==> src/rtl/kcounter_pkg.sv <==
// Shared helpers for the DPLL K counter family: modulus decode and centre value.
package kcounter_pkg;

  localparam int unsigned KMODE_DEFAULT = 2;

  // Terminal value 2^(k+2)-1, clamped to all ones of the counter width.
  function automatic logic [31:0] ktop_of(input int unsigned k, input int unsigned width);
    logic [32:0] t;
    if (k + 2 >= width) t = (33'd1 << width) - 33'd1;
    else                t = (33'd1 << (k + 2)) - 33'd1;
    return t[31:0];
  endfunction

  // Centre value (Ktop+1)>>1, computed one bit wider so all-ones does not overflow.
  function automatic logic [31:0] kmid_of(input logic [31:0] ktop);
    logic [32:0] t;
    t = ({1'b0, ktop} + 33'd1) >> 1;
    return t[31:0];
  endfunction

endpackage

==> src/rtl/kcounter_param_if.sv <==
// Control/status bundle between the phase detector, K counter and I/D controller.
interface kcounter_param_if #(
  parameter int unsigned WIDTH   = 12,
  parameter int unsigned KMODE_W = 4,
  parameter int unsigned SLIP_W  = 8
);
  logic                     enable;
  logic                     dnup;
  logic [KMODE_W-1:0]       Kmode;
  logic                     mode_load;
  logic                     slip_clr;
  logic                     carry;
  logic                     borrow;
  logic [WIDTH-1:0]         count;
  logic [WIDTH-1:0]         ktop;
  logic signed [SLIP_W-1:0] slip;

  modport master (
    output enable, dnup, Kmode, mode_load, slip_clr,
    input  carry, borrow, count, ktop, slip
  );

  modport slave (
    input  enable, dnup, Kmode, mode_load, slip_clr,
    output carry, borrow, count, ktop, slip
  );
endinterface

==> src/rtl/kcounter_param_slip_acc.sv <==
// Saturating signed up/down accumulator with synchronous clear (clear dominates).
module slip_acc #(
  parameter int unsigned W = 8
) (
  input  logic                clk,
  input  logic                rst_n,
  input  logic                inc,
  input  logic                dec,
  input  logic                clr,
  output logic signed [W-1:0] acc
);
  localparam logic signed [W-1:0] ACC_MAX = {1'b0, {(W-1){1'b1}}};
  localparam logic signed [W-1:0] ACC_MIN = {1'b1, {(W-1){1'b0}}};

  logic signed [W-1:0] acc_q;
  logic signed [W-1:0] acc_d;

  always_comb begin
    acc_d = acc_q;
    if (clr)                                   acc_d = '0;
    else if (inc && !dec && acc_q != ACC_MAX)  acc_d = acc_q + W'(1);
    else if (dec && !inc && acc_q != ACC_MIN)  acc_d = acc_q - W'(1);
  end

  always_ff @(posedge clk or negedge rst_n) begin
    if (!rst_n) acc_q <= '0;
    else        acc_q <= acc_d;
  end

  assign acc = acc_q;
endmodule

==> src/rtl/kcounter_param.sv <==
// Parametrised up/down K counter with run-time modulus reload, registered
// carry/borrow pulses and a saturating slip monitor.
module kcounter_param
  import kcounter_pkg::*;
#(
  parameter int unsigned WIDTH         = 12,
  parameter int unsigned KMODE_W       = 4,
  parameter int unsigned DEFAULT_KMODE = KMODE_DEFAULT,
  parameter int unsigned CENTER        = 0,
  parameter int unsigned SLIP_W        = 8
) (
  input  logic            Kclock,
  input  logic            reset_n,
  kcounter_param_if.slave bus
);
  localparam logic [WIDTH-1:0] RST_KTOP  = WIDTH'(ktop_of(DEFAULT_KMODE, WIDTH));
  localparam logic [WIDTH-1:0] RST_KMID  = WIDTH'(kmid_of(ktop_of(DEFAULT_KMODE, WIDTH)));
  localparam logic [WIDTH-1:0] RST_COUNT = (CENTER != 0) ? RST_KMID : '0;

  logic [WIDTH-1:0]   ktop_q,  ktop_d;
  logic [WIDTH-1:0]   count_q, count_d;
  logic               carry_q, carry_d;
  logic               borrow_q, borrow_d;
  logic [KMODE_W-1:0] k_eff;
  logic [WIDTH-1:0]   new_ktop, new_kmid, cur_kmid;
  logic [WIDTH-1:0]   wrap_up_val, wrap_dn_val;
  logic signed [SLIP_W-1:0] slip_w;

  // Mode load has priority over stepping and suppresses pulses in its cycle.
  always_comb begin
    k_eff       = (bus.Kmode == '0) ? KMODE_W'(DEFAULT_KMODE) : bus.Kmode;
    new_ktop    = WIDTH'(ktop_of(32'(k_eff), WIDTH));
    new_kmid    = WIDTH'(kmid_of(32'(new_ktop)));
    cur_kmid    = WIDTH'(kmid_of(32'(ktop_q)));
    wrap_up_val = (CENTER != 0) ? cur_kmid : '0;
    wrap_dn_val = (CENTER != 0) ? cur_kmid : ktop_q;

    ktop_d   = ktop_q;
    count_d  = count_q;
    carry_d  = 1'b0;
    borrow_d = 1'b0;

    if (bus.mode_load) begin
      ktop_d = new_ktop;
      if (count_q > new_ktop) count_d = new_kmid;
    end else if (bus.enable) begin
      if (!bus.dnup) begin
        if (count_q == ktop_q) begin
          count_d = wrap_up_val;
          carry_d = 1'b1;
        end else begin
          count_d = count_q + WIDTH'(1);
        end
      end else begin
        if (count_q == '0) begin
          count_d  = wrap_dn_val;
          borrow_d = 1'b1;
        end else begin
          count_d = count_q - WIDTH'(1);
        end
      end
    end
  end

  always_ff @(posedge Kclock or negedge reset_n) begin
    if (!reset_n) begin
      ktop_q   <= RST_KTOP;
      count_q  <= RST_COUNT;
      carry_q  <= 1'b0;
      borrow_q <= 1'b0;
    end else begin
      ktop_q   <= ktop_d;
      count_q  <= count_d;
      carry_q  <= carry_d;
      borrow_q <= borrow_d;
    end
  end

  // Fed from the wrap decode so slip moves on the same edge the pulse rises.
  slip_acc #(.W(SLIP_W)) u_slip (
    .clk   (Kclock),
    .rst_n (reset_n),
    .inc   (carry_d),
    .dec   (borrow_d),
    .clr   (bus.slip_clr),
    .acc   (slip_w)
  );

  assign bus.ktop   = ktop_q;
  assign bus.count  = count_q;
  assign bus.carry  = carry_q;
  assign bus.borrow = borrow_q;
  assign bus.slip   = slip_w;
endmodule

==> src/flat_wrapper.sv <==
// flat-port wrapper written by rule: the top's interface ports become plain ports
module kcounter_param_flat import kcounter_pkg::*;
#(
  parameter int unsigned WIDTH         = 12,
  parameter int unsigned KMODE_W       = 4,
  parameter int unsigned DEFAULT_KMODE = KMODE_DEFAULT,
  parameter int unsigned CENTER        = 0,
  parameter int unsigned SLIP_W        = 8
)
  (Kclock, reset_n, bus_enable, bus_dnup, bus_Kmode, bus_mode_load, bus_slip_clr, bus_carry, bus_borrow, bus_count, bus_ktop, bus_slip);
  kcounter_param_if #(.WIDTH(WIDTH), .KMODE_W(KMODE_W), .SLIP_W(SLIP_W)) bus_i ();
  input  logic Kclock;
  input  logic reset_n;
  input wire logic [$bits(bus_i.enable)-1:0] bus_enable;
  input wire logic [$bits(bus_i.dnup)-1:0] bus_dnup;
  input wire logic [$bits(bus_i.Kmode)-1:0] bus_Kmode;
  input wire logic [$bits(bus_i.mode_load)-1:0] bus_mode_load;
  input wire logic [$bits(bus_i.slip_clr)-1:0] bus_slip_clr;
  output wire logic [$bits(bus_i.carry)-1:0] bus_carry;
  output wire logic [$bits(bus_i.borrow)-1:0] bus_borrow;
  output wire logic [$bits(bus_i.count)-1:0] bus_count;
  output wire logic [$bits(bus_i.ktop)-1:0] bus_ktop;
  output wire logic [$bits(bus_i.slip)-1:0] bus_slip;
  assign bus_i.enable = bus_enable;
  assign bus_i.dnup = bus_dnup;
  assign bus_i.Kmode = bus_Kmode;
  assign bus_i.mode_load = bus_mode_load;
  assign bus_i.slip_clr = bus_slip_clr;
  assign bus_carry = bus_i.carry;
  assign bus_borrow = bus_i.borrow;
  assign bus_count = bus_i.count;
  assign bus_ktop = bus_i.ktop;
  assign bus_slip = bus_i.slip;
  kcounter_param #(.WIDTH(WIDTH), .KMODE_W(KMODE_W), .DEFAULT_KMODE(DEFAULT_KMODE), .CENTER(CENTER), .SLIP_W(SLIP_W)) u_core (.Kclock(Kclock), .reset_n(reset_n), .bus(bus_i));
endmodule
==> config.mk <==
export PLATFORM = sky130hd
export DESIGN_NAME = kcounter_param_flat
export DESIGN_NICKNAME = d
export VERILOG_FILES = /design/src/rtl/kcounter_pkg.sv /design/src/rtl/kcounter_param_if.sv /design/src/rtl/kcounter_param_slip_acc.sv /design/src/rtl/kcounter_param.sv /design/src/flat_wrapper.sv
export SDC_FILE = /design/constraint.sdc
export NUM_CORES = 1
export LEC_CHECK = 0
export ABC_AREA = 1
export CAP_MARGIN = 0
export CORE_ASPECT_RATIO = 0.5
export CORE_MARGIN = 4
export CORE_UTILIZATION = 55
export DETAILED_ROUTE_END_ITERATION = 10
export MAX_ROUTING_LAYER = met4
export PLACE_DENSITY = 0.8
export SYNTH_ARGS = -nofsm -noshare
export SYNTH_HDL_FRONTEND = slang
export SYNTH_SLANG_ARGS = --single-unit
==> constraint.sdc <==
create_clock -name Kclock -period 7.9 [get_ports Kclock]
set_input_delay 1.185 -clock Kclock [delete_from_list [all_inputs] [get_ports Kclock]]
set_output_delay 1.185 -clock Kclock [all_outputs]
set_load 0.01 [all_outputs]
==> results of run 1 <==
[cells in the final DEF, fill, tap and decap left out, types with 6 or more instances in the layout]
cell type,netlist,final
nand2_1,81,81
inv_1,55,55
inv_2,6,6
nor3_1,9,9
dfrtp_1,30,30
clkdlybuf4s50_1,0,43
o21ai_0,30,30
o21ai_1,11,11
nor2_1,41,41
nand3_1,31,31
ha_1,24,24
a21oi_1,27,27
xor2_1,24,24
nand4_1,10,10
[worst max-delay path, stage by stage]
cell	delay, ns
clkdlybuf4s50_1	0.60
nor2_4	0.29
nor2_1	0.06
nor2_1	0.10
ha_1	0.19
inv_1	0.08
nand2_4	0.06
nand2_4	0.09
nand2_4	0.11
inv_2	0.07
nand2_2	0.11
ha_1	0.19
inv_1	0.06
nor2_1	0.14
nand4_1	0.12
nand3_1	0.12
inv_1	0.08
ha_1	0.27
nand4_1	0.13
nor3_1	0.20
nand3_1	0.09
a31oi_1	0.86
inv_1	0.40
o211ai_1	0.20
o21ai_0	0.12
[power breakdown]
group | switching [mW] | internal, mW | total (mW)
Sequential | 0.116 | 0.225 | 0.341
Clock | 0.0723 | 0.143 | 0.215
Combinational | 0.340 | 0.274 | 0.614
[state kept, by name, indices dropped and copies added (netlist names)]
register	flops
u_core.bus.count	12
u_core.bus.ktop	12
u_core.u_slip.acc	8
u_core.bus.borrow	1
u_core.bus.carry	1
[layout make-up]
class	count	area share, %
multi-input cells	346	53.8
well taps	73	2.36
clock buffers	8	4.29
repair buffers	44	11.3
inverters	63	6.17
flip-flops and latches	34	22.1
[synthesized netlist by cell type, drive strengths merged, types with 2 or more instances]
master	count
a21boi	2
nor3	10
o221ai	2
nand2	88
ha	24
nand3	36
a21o	2
a21oi	28
dfrtp	30
o211ai	5
clkbuf	9
or2	4
xor2	24
buf	4
nor4	3
o22ai	3
inv	62
o31ai	2
nor2	47
a22oi	3
a31oi	4
dfstp	4
nand4	11
o21ai	42
[routing by layer]
metal / global-route usage [%] / wire (um)
met3: 2.91 / 798
met5: - / 0
met1: 41.5 / 4390
met2: 38.2 / 4030
met4: 6.37 / 131
[kinds of logic (layout without fill, tap and decap cells)]
kind of cell,count (synthesis),after routing,share of synthesized area (%)
compound gates,98,98,17.8
flops,34,34,26.5
fa+ha+maj,25,25,9.90
xor+xnor,24,24,6.50
simple gates,199,199,30.3
buf+inv,76,115,9.05
[final timing paths]
path                                             startpoint                               end  depth (start not counted)
min reg2reg                u_core.u_slip.acc[7]$_DFFE_PN0P_  u_core.u_slip.acc[7]$_DFFE_PN0P_                          2
max                                            bus_Kmode[3]   u_core.bus.count[1]$_DFFE_PN0P_                         25
max reg2reg                 u_core.bus.count[8]$_DFFE_PN0P_  u_core.u_slip.acc[7]$_DFFE_PN0P_                         16
min                        u_core.u_slip.acc[7]$_DFFE_PN0P_  u_core.u_slip.acc[7]$_DFFE_PN0P_                          2
min in group asynchronous                           reset_n  u_core.u_slip.acc[2]$_DFFE_PN0P_                          2
max in group asynchronous                           reset_n    u_core.bus.ktop[3]$_DFFE_PN1P_                          2
==> flow_summary.yaml, run 1 <==
power:
  ir_drop_uv: 194
  cellPowerDensity_mw_per_mm2: 302
  leakage_nw: 1.86
  power_mw: 1.17
global_route:
  grt_pass1_wl_um: 15200
  antenna_found_initial: 0
  grt_max_degree: 35
  grt_remaining_overflow: 0
  grt_pass1_vias: 3058
  grt_usage_pct: 27.2
placement:
  portBuffers: 43
  dp_cells: 560
  dpl.hpwl_um: 7200
  dp_slack_ns: 1.93
  routabilityCongestion: 0.933
  post_dp_cell_area_mm2: 0.00371
synthesis:
  seq_area_frac_synth_pct: 26.5
  synthFlopType: "dfrtp_1"
  async_flop_share_pct: 100
  ys_warn_count: 0
  netlist_area_mm2: 0.00323
  synth_top_area_cell: "dfrtp_1"
  synth-edff-count: 0
  netlist_top_cells_area: "dfrtp_1, nand2_1, ha_1"
  yosysUniqueCellTypes: 46
  synth.net_count: 491
  synth.avg_cell_area_um2: 7.09
  syn_inst: 456
  synth_seq_cells: 34
  synth_top_area_share_pct: 23.2
sta:
  clock_skew_ns: 0.00171
  relSlewSlack_pct: 23.3
  fin_setup_tns_ns: 0
  period_share_pct: 73.4
  hold_violations: 0
  rsz0062_at_grt: "no"
  setup-violations-final: 0
  tightest_slew_ns: 1.14
  slew_viol_final: 0
  layout_setup_ws_ns: 2.10
  post-route-min-period_ns: 5.80
  fmax_mhz: 172
  whs_ns: 0.534
clock_network:
  cts_post_setup_buffers_inserted: 0
  cts_buffers: 5
  cts_tree: "built"
  path_clk_slew_ns: 0.05
  clock-sinks: 34
  cts_hold_buffers: 0
  clk_path_buf_depth: 2
  htreeDepth: 2
  cts_root_buf: "clkbuf_16"
  cts_resized: 0
  clock_latency_ns: 0.28
cells_and_area:
  finalCoreUtilization_pct: 69.4
  drive_gt1_share_pct: 8.89
  areaGrowthSynthToFinish_pct: 19.8
  fillers: 455
  multi_input_area_mm2: 0.00209
  fin_cells: 568
  final_cell_area_mm2: 0.00388
  final-seq-area_um2: 856
  nets: 529
  n_antenna_cell: 0
routing:
  drc: 0
  wl_per_cell_um: 16.5
  drt_iter0_markers: 385
  firstDrtPassIters: 5
  wirelength_um: 9350
  antenna_left: 0
  via_per_inst: 5.83
  vias: 3311
worst_setup_path:
  end_kind: "register"
  crit_type: "input port to register"
  crit_required_ns: 8.05
  critical_path.max_fanout: 14
  crit_path_start_kind: "input port"
  cp.arrival_ns: 5.95
  r2r_slack_ns: 3.98
floorplanning:
  core_mm2: 0.00559
  start_util_pct: 57.9
  io_pins: 44
  die_y_um: 62.2
  die_w_um: 116
  rows: 19
  die-area_mm2: 0.00725
status:
  status: "complete, no violations"
job:
  cap_violations: 0
min_path:
  hp-class: "register to register"
Power figures use the tool's default switching activity.
==> run 2, diff against run 1 <==
==> constraint.sdc (replaced) <==
create_clock -name Kclock -period 6.01 [get_ports Kclock]
set_input_delay 0.9015 -clock Kclock [delete_from_list [all_inputs] [get_ports Kclock]]
set_output_delay 0.9015 -clock Kclock [all_outputs]
set_load 0.01 [all_outputs]
==> run 2 against run 1 <==
Net effect: routed wire length is 0.76% higher; utilization is 0.067 points lower; worst setup slack worse by 0.92 ns; sequential share of layout area hardly changed; non-clock buffer count is 2 higher; design area hardly changed; global-route usage is 0.26 points higher; power is 30% higher; sequential power is 32% higher; critical path type unchanged; largest cell class unchanged.
==> flow_summary.yaml, run 2 (same netlist as run 1, synthesis figures left out) <==
routing:
  via_per_inst: 5.85
  firstDrtPassIters: 5
  drc: 0
  wirelength_um: 9430
  wl_per_cell_um: 16.5
  drt_iter0_markers: 282
  vias: 3333
  antenna_left: 0
power:
  ir_drop_uv: 204
  cellPowerDensity_mw_per_mm2: 392
  power_mw: 1.52
  leakage_nw: 1.86
sta:
  fmax_mhz: 207
  post-route-min-period_ns: 4.83
  hold_violations: 0
  fin_setup_tns_ns: 0
  rsz0062_at_grt: "no"
  slew_viol_final: 0
  setup-violations-final: 0
  period_share_pct: 80.3
  clock_skew_ns: 0.00253
  relSlewSlack_pct: 39.9
  tightest_slew_ns: 0.896
clock_network:
  cts_post_setup_buffers_inserted: 0
  clock_latency_ns: 0.28
  cts_root_buf: "clkbuf_16"
  htreeDepth: 2
  cts_resized: 0
  cts_buffers: 5
  cts_hold_buffers: 0
  clock-sinks: 34
  clk_path_buf_depth: 2
  path_clk_slew_ns: 0.05
  cts_tree: "built"
global_route:
  grt_remaining_overflow: 0
  grt_pass1_vias: 3138
  grt_pass1_wl_um: 15400
  grt_max_degree: 35
  antenna_found_initial: 0
  grt_usage_pct: 27.4
worst_setup_path:
  end_kind: "register"
  critPathTopFamily: "simple AND/OR/NAND/NOR gates"
  worst-path-buf-inv: 7
  cp.arrival_ns: 4.97
  cpMostUsedCell: "inv_1"
  critical_path.max_fanout: 14
  crit_path_start_kind: "input port"
  cp_slowest_stage_delay_ns: 0.61
  crit_type: "input port to register"
  slowest_stage: "clkdlybuf4s50_1"
  crit_required_ns: 6.15
status:
  status: "complete, no violations"
cells_and_area:
  drive_gt1_share_pct: 9.05
  areaGrowthSynthToFinish_pct: 19.7
  nets: 531
  final_common_cell: "nand2_1"
  most-common-layout-cells: "nand2_1, inv_1, clkdlybuf4s50_1, nor2_1, nand3_1"
  finalCoreUtilization_pct: 69.3
  n_antenna_cell: 0
floorplanning:
  io_pins: 44
  die_y_um: 62.2
  die-area_mm2: 0.00725
  die_w_um: 116
  core_mm2: 0.00559
  rows: 19
  start_util_pct: 57.9
placement:
  dpl.hpwl_um: 7200
  portBuffers: 43
  routabilityCongestion: 0.918
job:
  cap_violations: 0
min_path:
  hp-class: "register to register"
## run 2: layer usage
layer	up-vias	track usage, %	wire, um
li1	1615	-	-
met1	1539	39.3	4420
met2	159	39.0	4020
met3	20	6.40	857
met4	0	6.80	131
met5	-	-	0
## run 2: layout make-up
class	count	area (um^2)
Clock inverter	1	5.00
Fill cell	478	1710
Sequential cell	34	856
Tap cell	73	91.3
Clock buffer	7	143
Inverter	63	239
Multi-Input combinational cell	346	2090
Timing Repair Buffer	46	453
## run 2: worst paths after layout
| path | endpoint | depth (start not counted) | startpoint | slack [ns] |
|---|---|---|---|---|
| min in group asynchronous | u_core.u_slip.acc[2]$_DFFE_PN0P_ | 2 | reset_n | 1.04 |
| max | u_core.bus.count[1]$_DFFE_PN0P_ | 26 | bus_Kmode[3] | 1.18 |
| max in group asynchronous | u_core.bus.ktop[3]$_DFFE_PN1P_ | 2 | reset_n | 4.63 |
| min | u_core.bus.ktop[0]$_DFFE_PN1P_ | 2 | u_core.bus.ktop[0]$_DFFE_PN1P_ | 0.54 |
| max reg2reg | u_core.u_slip.acc[7]$_DFFE_PN0P_ | 16 | u_core.bus.count[8]$_DFFE_PN0P_ | 2.15 |
| min reg2reg | u_core.bus.ktop[0]$_DFFE_PN1P_ | 2 | u_core.bus.ktop[0]$_DFFE_PN1P_ | 0.54 |
## run 2: stage by stage
| step | setup WS, ns | area (um^2) | instances | hold slack (ns) |
|---|---|---|---|---|
| floorplan | 2.06 | 3230 | 456 | 0.510 |
| global placement | 1.17 | 3720 | 562 | 0.513 |
| detailed placement | 1.02 | 3720 | 562 | 0.533 |
| CTS | 1.27 | 3870 | 570 | 0.540 |
| global route | 0.748 | 3870 | 570 | 0.572 |
| finish | 1.18 | 3870 | 570 | 0.538 |
## run 2: where the power goes
group          internal [mW]  total [mW]  switching (mW)
clock                  0.164       0.255          0.0911
combinational          0.362       0.812           0.450
sequential             0.296       0.449           0.153
## run 2: worst register-to-register path: stages, from the launching register on
cell and delay [ns]:
dfrtp_1 0.49, xor2_1 0.21, nor4_1 0.55, nand4_1 0.25
nor2_1 0.33, nand2_1 0.31, ha_1 0.36, a21oi_1 0.16
o21bai_1 0.11, a21o_1 0.18, nand2_1 0.07, a21boi_0 0.11
or2_2 0.30, a21oi_1 0.13, nand2_1 0.06, nand3_1 0.08
nand2_1 0.05
==> run 3, diff against run 2 <==
==> constraint.sdc (replaced) <==
create_clock -name Kclock -period 4.57 [get_ports Kclock]
set_input_delay 0.6855 -clock Kclock [delete_from_list [all_inputs] [get_ports Kclock]]
set_output_delay 0.6855 -clock Kclock [all_outputs]
set_load 0.01 [all_outputs]
==> run 3 against run 2 <==
Net effect: largest power group unchanged; sequential share of layout area decreased by 0.38 points; first-iteration DRC count is 31% higher; routed wire length shrank 2.1%; sequential power grew 28%; count of clock-buffer cells in the layout up 1; critical path type unchanged; utilization is 1.2 points higher; design area grew 1.7%.
==> flow_summary.yaml, run 3 (same netlist as run 1, synthesis figures left out) <==
floorplanning:
  start_util_pct: 57.9
  io_pins: 44
  die_w_um: 116
  core_mm2: 0.00559
  rows: 19
  die-area_mm2: 0.00725
  die_y_um: 62.2
placement:
  routabilityCongestion: 0.951
  dpl.hpwl_um: 7230
  post_dp_cell_area_mm2: 0.00377
  dp_slack_ns: 0.0547
  portBuffers: 43
  dp_cells: 568
sta:
  hold_violations: 0
  tightest_slew_ns: 0.884
  post-route-min-period_ns: 4.25
  layout_setup_ws_ns: 0.316
  setup-violations-final: 0
  fmax_mhz: 235
  fin_setup_tns_ns: 0
  slew_viol_final: 0
  rsz0062_at_grt: "no"
  period_share_pct: 93.1
  clock_skew_ns: 0.00427
  relSlewSlack_pct: 40.7
cells_and_area:
  final_common_cell: "nand2_1"
  nets: 540
  most-common-layout-cells: "nand2_1, inv_1, clkdlybuf4s50_1, nor2_1, nand3_1"
  n_antenna_cell: 0
  drive_gt1_share_pct: 10.9
  fillers: 478
  areaGrowthSynthToFinish_pct: 21.8
  final_cell_area_mm2: 0.00394
  fin_cells: 579
routing:
  vias: 3312
  antenna_left: 0
  drt_iter0_markers: 370
  firstDrtPassIters: 5
  wl_per_cell_um: 15.9
  via_per_inst: 5.72
  wirelength_um: 9230
  drc: 0
min_path:
  whs_path_depth: 2
  worst_hold_startpoint: "u_core.bus.ktop[0]$_DFFE_PN1P_"
  hold_end: "u_core.bus.ktop[0]$_DFFE_PN1P_"
  hp-class: "register to register"
clock_network:
  clock-sinks: 34
  cts_root_buf: "clkbuf_16"
  clk_path_buf_depth: 2
  cts_buffers: 5
  path_clk_slew_ns: 0.05
  clock_latency_ns: 0.28
  htreeDepth: 2
  cts_tree: "built"
worst_setup_path:
  r2r_slack_ns: 0.71
  crit_type: "input port to register"
  critical_path.max_fanout: 8
  cp.arrival_ns: 4.44
  r2r_start: "u_core.bus.count[10]$_DFFE_PN0P_"
  reg2reg_depth: 16
  crit_required_ns: 4.76
  end_kind: "register"
  rr_endpoint: "u_core.u_slip.acc[7]$_DFFE_PN0P_"
  crit_path_start_kind: "input port"
global_route:
  grt_pass1_wl_um: 15200
  grt_max_degree: 35
  grt_pass1_vias: 3114
  grt_usage_pct: 27.2
  grt_remaining_overflow: 0
  antenna_found_initial: 0
power:
  leakage_nw: 1.90
  power_mw: 2.00
  cellPowerDensity_mw_per_mm2: 507
  ir_drop_uv: 294
job:
  cap_violations: 0
status:
  status: "complete, no violations"
## run 3: timing repair
item / 4_1_cts / 5_1_grt
endpoints found under the setup margin: 0 / 5
hold buffers: 0 / 0
gates resized for setup: 0 / 4
setup buffers: 0 / 3
endpoints found under the hold margin: 0 / 0
## run 3: critical path, stage by stage
cell             delay (ns)
clkdlybuf4s50_1        0.58
nor2_4                 0.05
nor2_1                 0.09
nor2_1                 0.05
ha_1                   0.21
inv_1                  0.09
nand2_4                0.05
nand2_4                0.12
nand2_4                0.09
inv_2                  0.10
nand2_2                0.10
ha_2                   0.33
inv_1                  0.04
nor2_2                 0.21
ha_1                   0.29
a21oi_1                0.15
o21ai_0                0.09
a21oi_1                0.14
o211ai_1               0.10
a31oi_1                0.21
buf_4                  0.16
clkinvlp_4             0.12
clkbuf_2               0.17
a31oi_1                0.19
## run 3: through the flow
stage / hold slack [ns] / utilization, %
floorplan: 0.390 / -
global placement: 0.512 / 67.5
detailed placement: 0.513 / 67.5
CTS: 0.521 / 69.9
global route: 0.548 / 70.5
finish: 0.523 / 70.5
## run 3: area by class of cell
class / instances / area (um^2) / area share (%)
multi-input cells: 346 / 2090 / 53.1
flip-flops and latches: 34 / 856 / 21.7
repair buffers: 55 / 520 / 13.2
inverters: 63 / 243 / 6.16
clock buffers: 8 / 136 / 3.46
well taps: 73 / 91.3 / 2.32
## run 3: worst max path at each step
| stage | slack, ns | start | cells after the start | to |
|---|---|---|---|---|
| after floorplan | 0.83 | bus_Kmode[3] | 25 | u_core.bus.count[1]$_DFFE_PN0P_ |
| after global placement | 0.16 | bus_Kmode[1] | 27 | u_core.bus.count[1]$_DFFE_PN0P_ |
| after detailed placement | 0.05 | bus_Kmode[1] | 27 | u_core.bus.count[1]$_DFFE_PN0P_ |
| after CTS | 0.30 | bus_Kmode[1] | 27 | u_core.bus.count[1]$_DFFE_PN0P_ |
| after global routing | 0.02 | bus_Kmode[2] | 27 | u_core.bus.count[9]$_DFFE_PN0P_ |
| final | 0.32 | bus_Kmode[2] | 24 | u_core.bus.count[9]$_DFFE_PN0P_ |
## run 3: per-layer routing
layer	wire, um	share of wire (%)	vias up	GRT usage, %
li1	-	-	1625	-
met1	4380	47	1516	39.2
met2	3960	43	159	38.5
met3	760	8.2	12	6.50
met4	130	1.4	0	6.37
met5	0	0	-	-
## run 3: power by group
| part | switching [mW] | internal, mW |
|---|---|---|
| sequential | 0.183 | 0.390 |
| clock | 0.117 | 0.202 |
| combinational | 0.607 | 0.498 |
